### src/rtl/ram_port_ctrl.sv
// ram_port_ctrl: zeroes the RAM after reset, then arbitrates client reads/writes
// and buffers 1-cycle-latency read data in a 2-entry response FIFO.
module ram_port_ctrl #(
  parameter int SIZE  = 5,
  parameter int WIDTH = 64
) (
  input  logic             clk,
  input  logic             rst,
  input  logic             req_valid,
  output logic             req_ready,
  input  logic             req_we,
  input  logic [SIZE-1:0]  req_adr,
  input  logic [WIDTH-1:0] req_dat,
  output logic             rsp_valid,
  input  logic             rsp_ready,
  output logic [WIDTH-1:0] rsp_dat,
  output logic             init_done,
  output logic             mem_sel,
  output logic             mem_we,
  output logic [SIZE-1:0]  mem_adr,
  output logic [WIDTH-1:0] mem_dat_i,
  input  logic [WIDTH-1:0] mem_dat_o
);
  typedef enum logic {CLEAR, RUN} state_t;
  state_t          state_q, state_d;
  logic [SIZE-1:0] cnt_q, cnt_d;
  logic            pend_q, pend_d;
  logic [1:0]      fcnt_q, fcnt_d;
  logic            rd_q, wr_q;
  logic [WIDTH-1:0] fifo_q [2];
  logic            run, clr, hs, pop, push;
  assign clr       = state_q == CLEAR;
  assign run       = ~rst & ~clr;
  assign rsp_valid = ~rst & (fcnt_q != 2'd0);
  assign rsp_dat   = rsp_valid ? fifo_q[rd_q] : '0;
  assign pop       = rsp_valid & rsp_ready;
  assign push      = pend_q;
  // Outstanding reads (buffered + in flight) may never exceed the FIFO depth.
  assign req_ready = run & ((3'(fcnt_q) + 3'(pend_q) - 3'(pop)) < 3'd2);
  assign hs        = req_valid & req_ready;
  assign init_done = run;
  assign mem_sel   = ~rst & (clr | hs);
  assign mem_we    = clr | req_we;
  assign mem_adr   = clr ? cnt_q : req_adr;
  assign mem_dat_i = clr ? '0 : req_dat;
  always_comb begin
    state_d = (clr && &cnt_q) ? RUN : state_q;
    cnt_d   = clr ? cnt_q + 1'b1 : cnt_q;
    pend_d  = hs & ~req_we;
    fcnt_d  = fcnt_q + 2'(push) - 2'(pop);
  end
  always_ff @(posedge clk) begin
    if (rst) begin
      state_q <= CLEAR;
      cnt_q   <= '0;
      pend_q  <= 1'b0;
      fcnt_q  <= '0;
      rd_q    <= 1'b0;
      wr_q    <= 1'b0;
    end else begin
      state_q <= state_d;
      cnt_q   <= cnt_d;
      pend_q  <= pend_d;
      fcnt_q  <= fcnt_d;
      rd_q    <= rd_q ^ pop;
      wr_q    <= wr_q ^ push;
    end
  end
  always_ff @(posedge clk) if (push) fifo_q[wr_q] <= mem_dat_o;
endmodule

### config.mk
export PLATFORM = sky130hd
export DESIGN_NAME = ram_port_ctrl
export DESIGN_NICKNAME = d
export VERILOG_FILES = /design/src/rtl/ram_port_ctrl.sv
export SDC_FILE = /design/constraint.sdc
export NUM_CORES = 1
export LEC_CHECK = 0
export CORE_UTILIZATION = 42
export DETAILED_ROUTE_END_ITERATION = 6
export PLACE_DENSITY = 0.87
export SYNTH_ARGS = -nofsm -noshare
export SYNTH_HDL_FRONTEND = slang
export SYNTH_SLANG_ARGS = --single-unit
### constraint.sdc
create_clock -name clk -period 3.13 [get_ports clk]
set_input_delay 0.4695 -clock clk [delete_from_list [all_inputs] [get_ports clk]]
set_output_delay 0.4695 -clock clk [all_outputs]
set_load 0.01 [all_outputs]
**Word-level counts from Yosys, hierarchy flattened**

Memory sizes are Yosys's and may differ from the RTL's. A register that Yosys moved wholly into a read port is not among the register bits.
Index checks and enable logic that the tools add are counted.

- Bits in registers: 11
- Memory bits (writable): 128
- Memories kept: 1

- Add/subtract/negate cells: 5
- Order comparisons: 1
- Mux-type cells: 6
- Bitwise gates (word level): 14
- Reduce and logical (&&, ||, !) cells: 3

Memory list:

| memory | depth | bits a word | read ports | clocked after Yosys merged registers in | write ports | RTL line | text |
|---|---|---|---|---|---|---|---|
| fifo_q | 2 | 64 | 1 | 1 | 1 | 30 | `logic [WIDTH-1:0] fifo_q [2];` |

Operator list:

| operator | number |
|---|---|
| $mux W64 | 2 |
| $and A1 B1 Y1 | 7 |
| $add A5 B1 Y5 const B | 1 |
| $mux W5 | 1 |
| $reduce_and A5 Y1 | 1 |
| $add A2 B1 Y3 | 1 |
| $lt A3 B2 Y1 const B | 1 |
| $mux W1 | 3 |
| $not A1 Y1 | 3 |
| $sub A3 B1 Y3 | 1 |
| $add A2 B1 Y2 | 1 |
| $or A1 B1 Y1 | 2 |
| $reduce_bool A2 Y1 | 1 |
| $sub A2 B1 Y2 | 1 |
| $xor A1 B1 Y1 | 2 |
| $logic_and A1 B1 Y1 | 1 |

**Depth between registers and ports, before layout**

Gate-level depths: netlist of run 1.

- Word-level depth: 9
- Gate-level depth with buffers: 10
- Depth with buffers taken out: 10

**Worst setup path before layout of run 1**

Ideal clock, no wire load.

- Path type: in2out
- Start: in rst
- End: out mem_sel
- Data arrival time: 2.127 ns
- Required time: 2.660 ns
- Path slack: 0.533 ns
- Stages on the path: 10
- Path buffers: 0
- Cells stage by stage: o21bai_2 inv_2 and2_4 ha_1 inv_1 ha_1 fa_1 xnor2_1 nand4bb_1 o21ai_1

- Longest elaborated chain between the ends: 9
- Elaborated cells between the ends (all ways): 10

Ends and longest elaborated chain:

| element | RTL line | text |
|---|---|---|
| start: declaration | 8 | `input logic rst,` |
| $not A1 Y1 | 34 | `assign rsp_valid = ~rst & (fcnt_q != 2'd0);` |
| $and A1 B1 Y1 | 34 |  |
| via rsp_valid | 14 | `output logic rsp_valid,` |
| $and A1 B1 Y1 | 36 | `assign pop = rsp_valid & rsp_ready;` |
| $sub A3 B1 Y3 | 39 | `assign req_ready = run & ((3'(fcnt_q) + 3'(pend_q) - 3'(pop)) < 3'd2);` |
| $lt A3 B2 Y1 | 39 |  |
| $and A1 B1 Y1 | 39 |  |
| $and A1 B1 Y1 | 40 | `assign hs = req_valid & req_ready;` |
| $or A1 B1 Y1 | 42 | `assign mem_sel = ~rst & (clr \| hs);` |
| $and A1 B1 Y1 | 42 |  |
| end: declaration | 18 | `output logic mem_sel,` |

The timed path passes the listed nets, and every way through them passes these cells.

**Final worst setup path of run 1**

- Start: reg fcnt_q[1]
- End: out req_ready

- Longest elaborated chain between the ends: 6
- Elaborated cells between the ends (all ways): 7

Ends and longest elaborated chain:

| element | RTL line | text |
|---|---|---|
| start: declaration | 28 | `logic [1:0] fcnt_q, fcnt_d;` |
| start signal: assignment | 64 | `fcnt_q <= fcnt_d;` |
| $reduce_bool A2 Y1 | 34 |  |
| $and A1 B1 Y1 | 34 |  |
| $and A1 B1 Y1 | 36 |  |
| $sub A3 B1 Y3 * | 39 |  |
| $lt A3 B2 Y1 * | 39 |  |
| $and A1 B1 Y1 * | 39 |  |
| end: declaration | 10 | `output logic req_ready,` |

Mark *: on every way between the ends. The rest lies on a longest branch, timed or not.

==> impl_metrics.toml, run 1 <==
[placed_design]
pre_cts_slack_ps = -531
place_congestion = 0.852
place_hpwl_um = 12100
portBuffers = 275

[die]
start_util_pct = 43.2
die_y_um = 122
dieArea_um2 = 14800
row_count = 43
io_pins = 276
core_um2 = 13900
die_w_um = 122

[synthesis]
syn_nets = 547
avgSynthCellArea_um2 = 15.0
synth_area_um2 = 6020
ys_ff_latch = 139
synth_area_leaders = "edfxtp_1, mux2i_1, and2_1, dfxtp_1, nor2_1"
seq_area_frac_synth_pct = 67.6
yosysWarnings = 0
synth_top_area_share_pct = 63.9
synth_top_area_cell = "edfxtp_1"
synthDistinctLibCells = 28
syn_inst = 402

[route]
ant_nets = 0
vias = 4260
avgRoutedWirePerCell_um = 18.9
dr.first_iter.drc_count = 192
routed_via_density = 4.80
first_pass_iters = 4
drt-total-wl_um = 16800
drc = 0

[grt]
met3_usage_pct = 6.23
overflow = 0
grt_pass1_wl_um = 24200
first_global_vias = 4449
grt_usage_pct = 22.6
met1_usage_pct = 21.6
grt_use_met2_pct = 41.8
grt_max_degree = 65
antenna_found_initial = 10
grt.busiest_layer = "met2"

[pwr]
p_total_uw = 4290
leakagePower_uw = 0.00321
irDropWorstVdd_mv = 0.378
p_per_area_nw_per_um2 = 449

[timing]
slew_headroom_pct = 43.2
tightest_slew_ps = 851
slew_violations = 0
fin_crit_sh_pct = 97.6
fin_skew_ps = 7.45
setup_viol_count_final = 0
hold_viol = 0
rsz0062_at_grt = "false"
min_period_ps = 3050
setup_slack_ps = 75.2
timing.fmax_mhz = 327

[worst_setup_path]
crit_required_ps = 2660
crit_fanout = 3
path_class = "flip-flop to output port"
crit_path_start_kind = "flip-flop"
arrival_ps = 2590
critPathCaptureType = "output port"

[min_path]
hold_class = "flip-flop to flip-flop"

[clock_network]
htree_levels = 4
cts_sinks = 139
clk_latency_ps = 400
cts.clk_slew.worst_paths_ps = 60
cts-root-buf = "clkbuf_16"
cts_inserted_buffers = 17
cts-hold-fix-buffers = 0
tritoncts = "done"
clk_path_buf_depth = 2

[job]
timing.max_cap.violations = 0

[run_status]
outcome = "finished, final reports clean"

[cells_and_area]
final_cell_mix = "clkdlybuf4s50_1, edfxtp_1, mux2i_1"
nets = 830
layout-drive-gt1-share_pct = 11.3
final_common_cell = "clkdlybuf4s50_1"
layout-area-overhead-vs-synth_pct = 58.8
==> cell usage after synthesis <==
library cell    n
ha_1            6
nand4bb_1       1
o21bai_2        1
and2b_1         1
buf_6           8
dfxtp_1        11
edfxtp_1      128
nand4b_1        1
buf_12          5
nor2_2         20
nor2b_1         3
o21ai_1         1
nor3b_1         1
mux2_1          5
clkbuf_1        2
nor2_1         53
buf_2           6
fa_1            1
nand2b_1        2
xor2_1          2
buf_4           3
and2_4          1
and2_1         64
mux2i_1        67
inv_2           1
inv_1           5
and3_1          1
xnor2_1         2
==> kinds of logic after synthesis <==
logic type,count (synthesis),share of synthesized area [%]
adders and majority gates,7,1.58
muxes,72,12.1
buffers and inverters,30,4.53
DFF,139,67.6
and+or+nand+nor,148,13.4
AOI/OAI and AO/OA,2,0.270
xor gates and xnor gates,4,0.582
==> metal layers <==
layer | routed length (um) | vias up
met5 | 0 | -
met4 | 697 | 0
met3 | 1000 | 34
met2 | 9360 | 191
met1 | 5730 | 2045
li1 | - | 1990
==> flip-flops by register name, indices dropped and copies added (netlist names) <==
name and flops:
cnt_q 5, fifo_q 128, pend_q 1, rd_q 1, state_q 1, wr_q 1
fcnt_q 2
==> worst paths after layout <==
kind             start         to  slack, ps  cells past startpoint
max          fcnt_q[1]  req_ready         80                     10
min               rd_q       rd_q        470                      1
max reg2reg  fcnt_q[1]     pend_q        930                     11
min reg2reg       rd_q       rd_q        470                      1
==> where the power goes <==
group,switching (uW),internal (uW)
registers,4.46,2030
logic,48.9,162
clock network,782,1270
total,835,3460
==> stage by stage <==
step           cells  instance area [um^2]  utilization [%]  setup TNS, ps  hold WS, ps
2_1_floorplan    402                  6020                -              0          486
3_3_place_gp     842                  8870             63.6           -781          465
3_5_place_dp     842                  8870             63.6           -951          471
4_1_cts          875                  9480             68.0          -62.0          475
5_1_grt          888                  9550             68.6              0          482
6_report         888                  9550             68.6              0          472
==> area by class of cell <==
cell class	count	area (um^2)
Inverter	6	22.5
Fill cell	1004	4380
Tap cell	180	225
Clock inverter	15	184
Antenna cell	10	25.0
Multi-Input combinational cell	233	1720
Clock buffer	17	425
Timing Repair Buffer	288	2880
Sequential cell	139	4070
==> critical path, stage by stage (launching register included) <==
cell and delay, ps:
dfxtp_4 360, o21bai_4 120, inv_2 50, and2_4 170
ha_4 260, inv_1 40, ha_2 170, fa_2 370
xnor2_2 160, nor3b_1 290, buf_2 190
==> repair_timing <==
| action | in CTS | in global routing |
|---|---|---|
| setup endpoints to repair | 2 | 2 |
| gates resized for setup | 9 | 7 |
| buffers inserted | 1 | 3 |
| pin swaps | 2 | 4 |
(Power assumes the default switching activity.)
==> run 2: changes to the inputs <==
--- a/config.mk
+++ b/config.mk
@@ -6,8 +6,10 @@
 export NUM_CORES = 1
 export LEC_CHECK = 0
 export CORE_UTILIZATION = 42
+export CTS_CLUSTER_SIZE = 40
 export DETAILED_ROUTE_END_ITERATION = 6
 export PLACE_DENSITY = 0.87
+export SLEW_MARGIN = 20
 export SYNTH_ARGS = -nofsm -noshare
 export SYNTH_HDL_FRONTEND = slang
 export SYNTH_SLANG_ARGS = --single-unit
==> results of run 2 <==
Same layout as run 1: the final DEF is identical, and so are final timing and power.
==> run 3: changes to the inputs <==
--- a/config.mk
+++ b/config.mk
@@ -5,9 +5,11 @@
 export SDC_FILE = /design/constraint.sdc
 export NUM_CORES = 1
 export LEC_CHECK = 0
+export CAP_MARGIN = 20
 export CORE_UTILIZATION = 42
 export CTS_CLUSTER_SIZE = 40
 export DETAILED_ROUTE_END_ITERATION = 6
+export GPL_TIMING_DRIVEN = 0
 export PLACE_DENSITY = 0.87
 export SLEW_MARGIN = 20
 export SYNTH_ARGS = -nofsm -noshare
==> run 3 against run 2 <==
Setup slack improved by 32 ps. Sequential share of layout area is 0.49 points lower. Global-route usage grew 1.6 points. Cell area increased by 1.0%. Clock-buffer cell count increased by 2. Combinational power about the same. Register-to-register slack better by 170 ps. Non-clock buffer count rose by 15. First-iteration DRC count unchanged. Cell count is 1.0% higher. Clock skew down 1.9 ps. Critical endpoint unchanged. Largest cell class unchanged.
==> impl_metrics.toml, run 3 (synthesis gave the netlist of run 1 again) <==
[placed_design]
place_congestion = 0.870
portBuffers = 275
place_hpwl_um = 13300
pre_cts_slack_ps = -598
dpl.cell_count = 859

[grt]
first_global_vias = 4645
grt_usage_pct = 24.2
grt_pass1_wl_um = 25400
grt_max_degree = 35
overflow = 0
antenna_found_initial = 5

[pwr]
intPower_uw = 3270
p_seq_share_pct = 50.1
swShare_pct = 19.3
leakagePower_uw = 0.00325
p_total_uw = 4050
pwr-share-comb_pct = 5.2
p_per_area_nw_per_um2 = 420
switching_power_uw = 784
p_clk_share_pct = 44.6
irDropWorstVdd_mv = 0.519

[clock_network]
cts.clk_slew.worst_paths_ps = 50
cts_sinks = 139
clk_latency_ps = 400
cts-hold-fix-buffers = 0
htree_levels = 4
cts-root-buf = "clkbuf_16"
tritoncts = "done"
cts_inserted_buffers = 17
clk_path_buf_depth = 2

[die]
die_w_um = 122
start_util_pct = 43.2
core_um2 = 13900
row_count = 43
io_pins = 276
dieArea_um2 = 14800
die_y_um = 122

[cells_and_area]
fill_cells = 956
layout-area-overhead-vs-synth_pct = 60.4
regArea_um2 = 4070
largest_reg_flops = 128
nets = 845
multi_input_area_um2 = 1740
reg.largest.list = "fifo_q x128, cnt_q x5, fcnt_q x2"
layout-drive-gt1-share_pct = 11.9
post-route-util_pct = 69.2
fin_cells = 897
final_cell_mix = "clkdlybuf4s50_1, edfxtp_1, mux2i_1"
largest_register = "fifo_q"
final_common_cell = "clkdlybuf4s50_1"

[timing]
fin_skew_ps = 5.51
min_period_ps = 3020
timing.fmax_mhz = 331
hold_viol = 0
tightest_slew_ps = 499
slew_violations = 0
setup_viol_count_final = 0
fin_crit_sh_pct = 96.6
slew_headroom_pct = 66.7
setup_slack_ps = 107

[route]
first_pass_iters = 4
drt-total-wl_um = 17700
ant_nets = 0
vias = 4366
dr.first_iter.drc_count = 192
routed_via_density = 4.87
avgRoutedWirePerCell_um = 19.8
drc = 0

[min_path]
hold_class = "flip-flop to flip-flop"
hold_start = "cnt_q[3]"
holdPathEnd = "cnt_q[3]"
hold_depth = 2

[worst_setup_path]
arrival_ps = 2550
critPathCaptureType = "output port"
crit_fanout = 3
path_class = "flip-flop to output port"
r2r_start = "fcnt_q[1]"
rr_worst_depth = 10
crit_required_ps = 2660
worstReg2RegEnd = "pend_q"
r2r_slack_ps = 1100
crit_path_start_kind = "flip-flop"

[run_status]
outcome = "finished, final reports clean"

[job]
timing.max_cap.violations = 0
==> run 3: cell types whose count changed in the layout (fill, tap and decap cells not counted), sizes merged <==
cell | before | now
clkinvlp | 1 | 4
dlymetal6s2s | 1 | 0
buf | 15 | 27
clkbuf | 17 | 21
dlygate4sd2 | 0 | 2
inv | 12 | 7
clkinv | 5 | 6
bufinv | 3 | 1
diode | 10 | 5
==> run 3: final cells by class <==
type                       instances  area share (%)
multi-input combinational        233            18.0
buffer                            24            2.59
inverter                           6           0.233
clock inverter                    12            1.05
clock buffer                      19            4.49
sequential                       139            42.2
tap                              180            2.33
antenna                            5           0.130
timing repair buffer             279            29.0
==> run 3: routing by layer <==
layer | part of all wire [%] | wire, um | GRT usage [%] | vias to the layer above
met5 | 0 | 0 | 0 | -
met4 | 4.5 | 793 | 15.3 | 0
met3 | 6.7 | 1180 | 7.16 | 37
met2 | 55 | 9800 | 45.2 | 200
met1 | 34 | 5960 | 22.8 | 2108
li1 | - | - | - | 2021
==> run 3: how the worst max path moves through the flow <==
stage,startpoint,endpoint,slack (ps),cells past startpoint
final,fcnt_q[1],req_ready,110,10
after global routing,fcnt_q[1],mem_sel,-2,11
after CTS,fcnt_q[0],req_ready,30,10
after detailed placement,rst,mem_sel,-600,12
after global placement,rst,mem_sel,-550,12
after floorplan,rst,mem_sel,530,10
==> run 3: worst max-delay path, stage by stage, from the launching register on <==
cell	delay, ps
dfxtp_4	350
o21bai_4	150
inv_2	50
and2_4	170
ha_4	260
inv_1	40
ha_2	170
fa_2	370
xnor2_2	140
nor3b_1	160
dlygate4sd2_1	300
==> run 3: power by group through the flow <==
| stage | logic, uW | clock network [uW] | registers, uW |
|---|---|---|---|
| after floorplan | 13.5 | 0 | 2070 |
| after detailed placement | 210 | 0 | 2070 |
| after CTS | 211 | 1830 | 2030 |
| after global placement | 203 | 0 | 2070 |
| final | 212 | 1810 | 2030 |
| after global routing | 222 | 1910 | 2030 |
==> run 3: metrics by stage <==
step                area (um^2)  setup TNS (ps)  hold WS [ps]
finish                     9650               0           552
floorplan                  6020               0           486
global placement           8990           -1060           504
CTS                        9590               0           533
detailed placement         9060           -1090           539
global route               9650           -2.42           595
==> run 3: what timing repair did <==
| item | CTS | global route |
|---|---|---|
| buffers inserted | 1 | 1 |
| cloned | 0 | 0 |
| pin swaps | 1 | 3 |
| setup endpoints to repair | 2 | 2 |
| gates resized for setup | 6 | 7 |
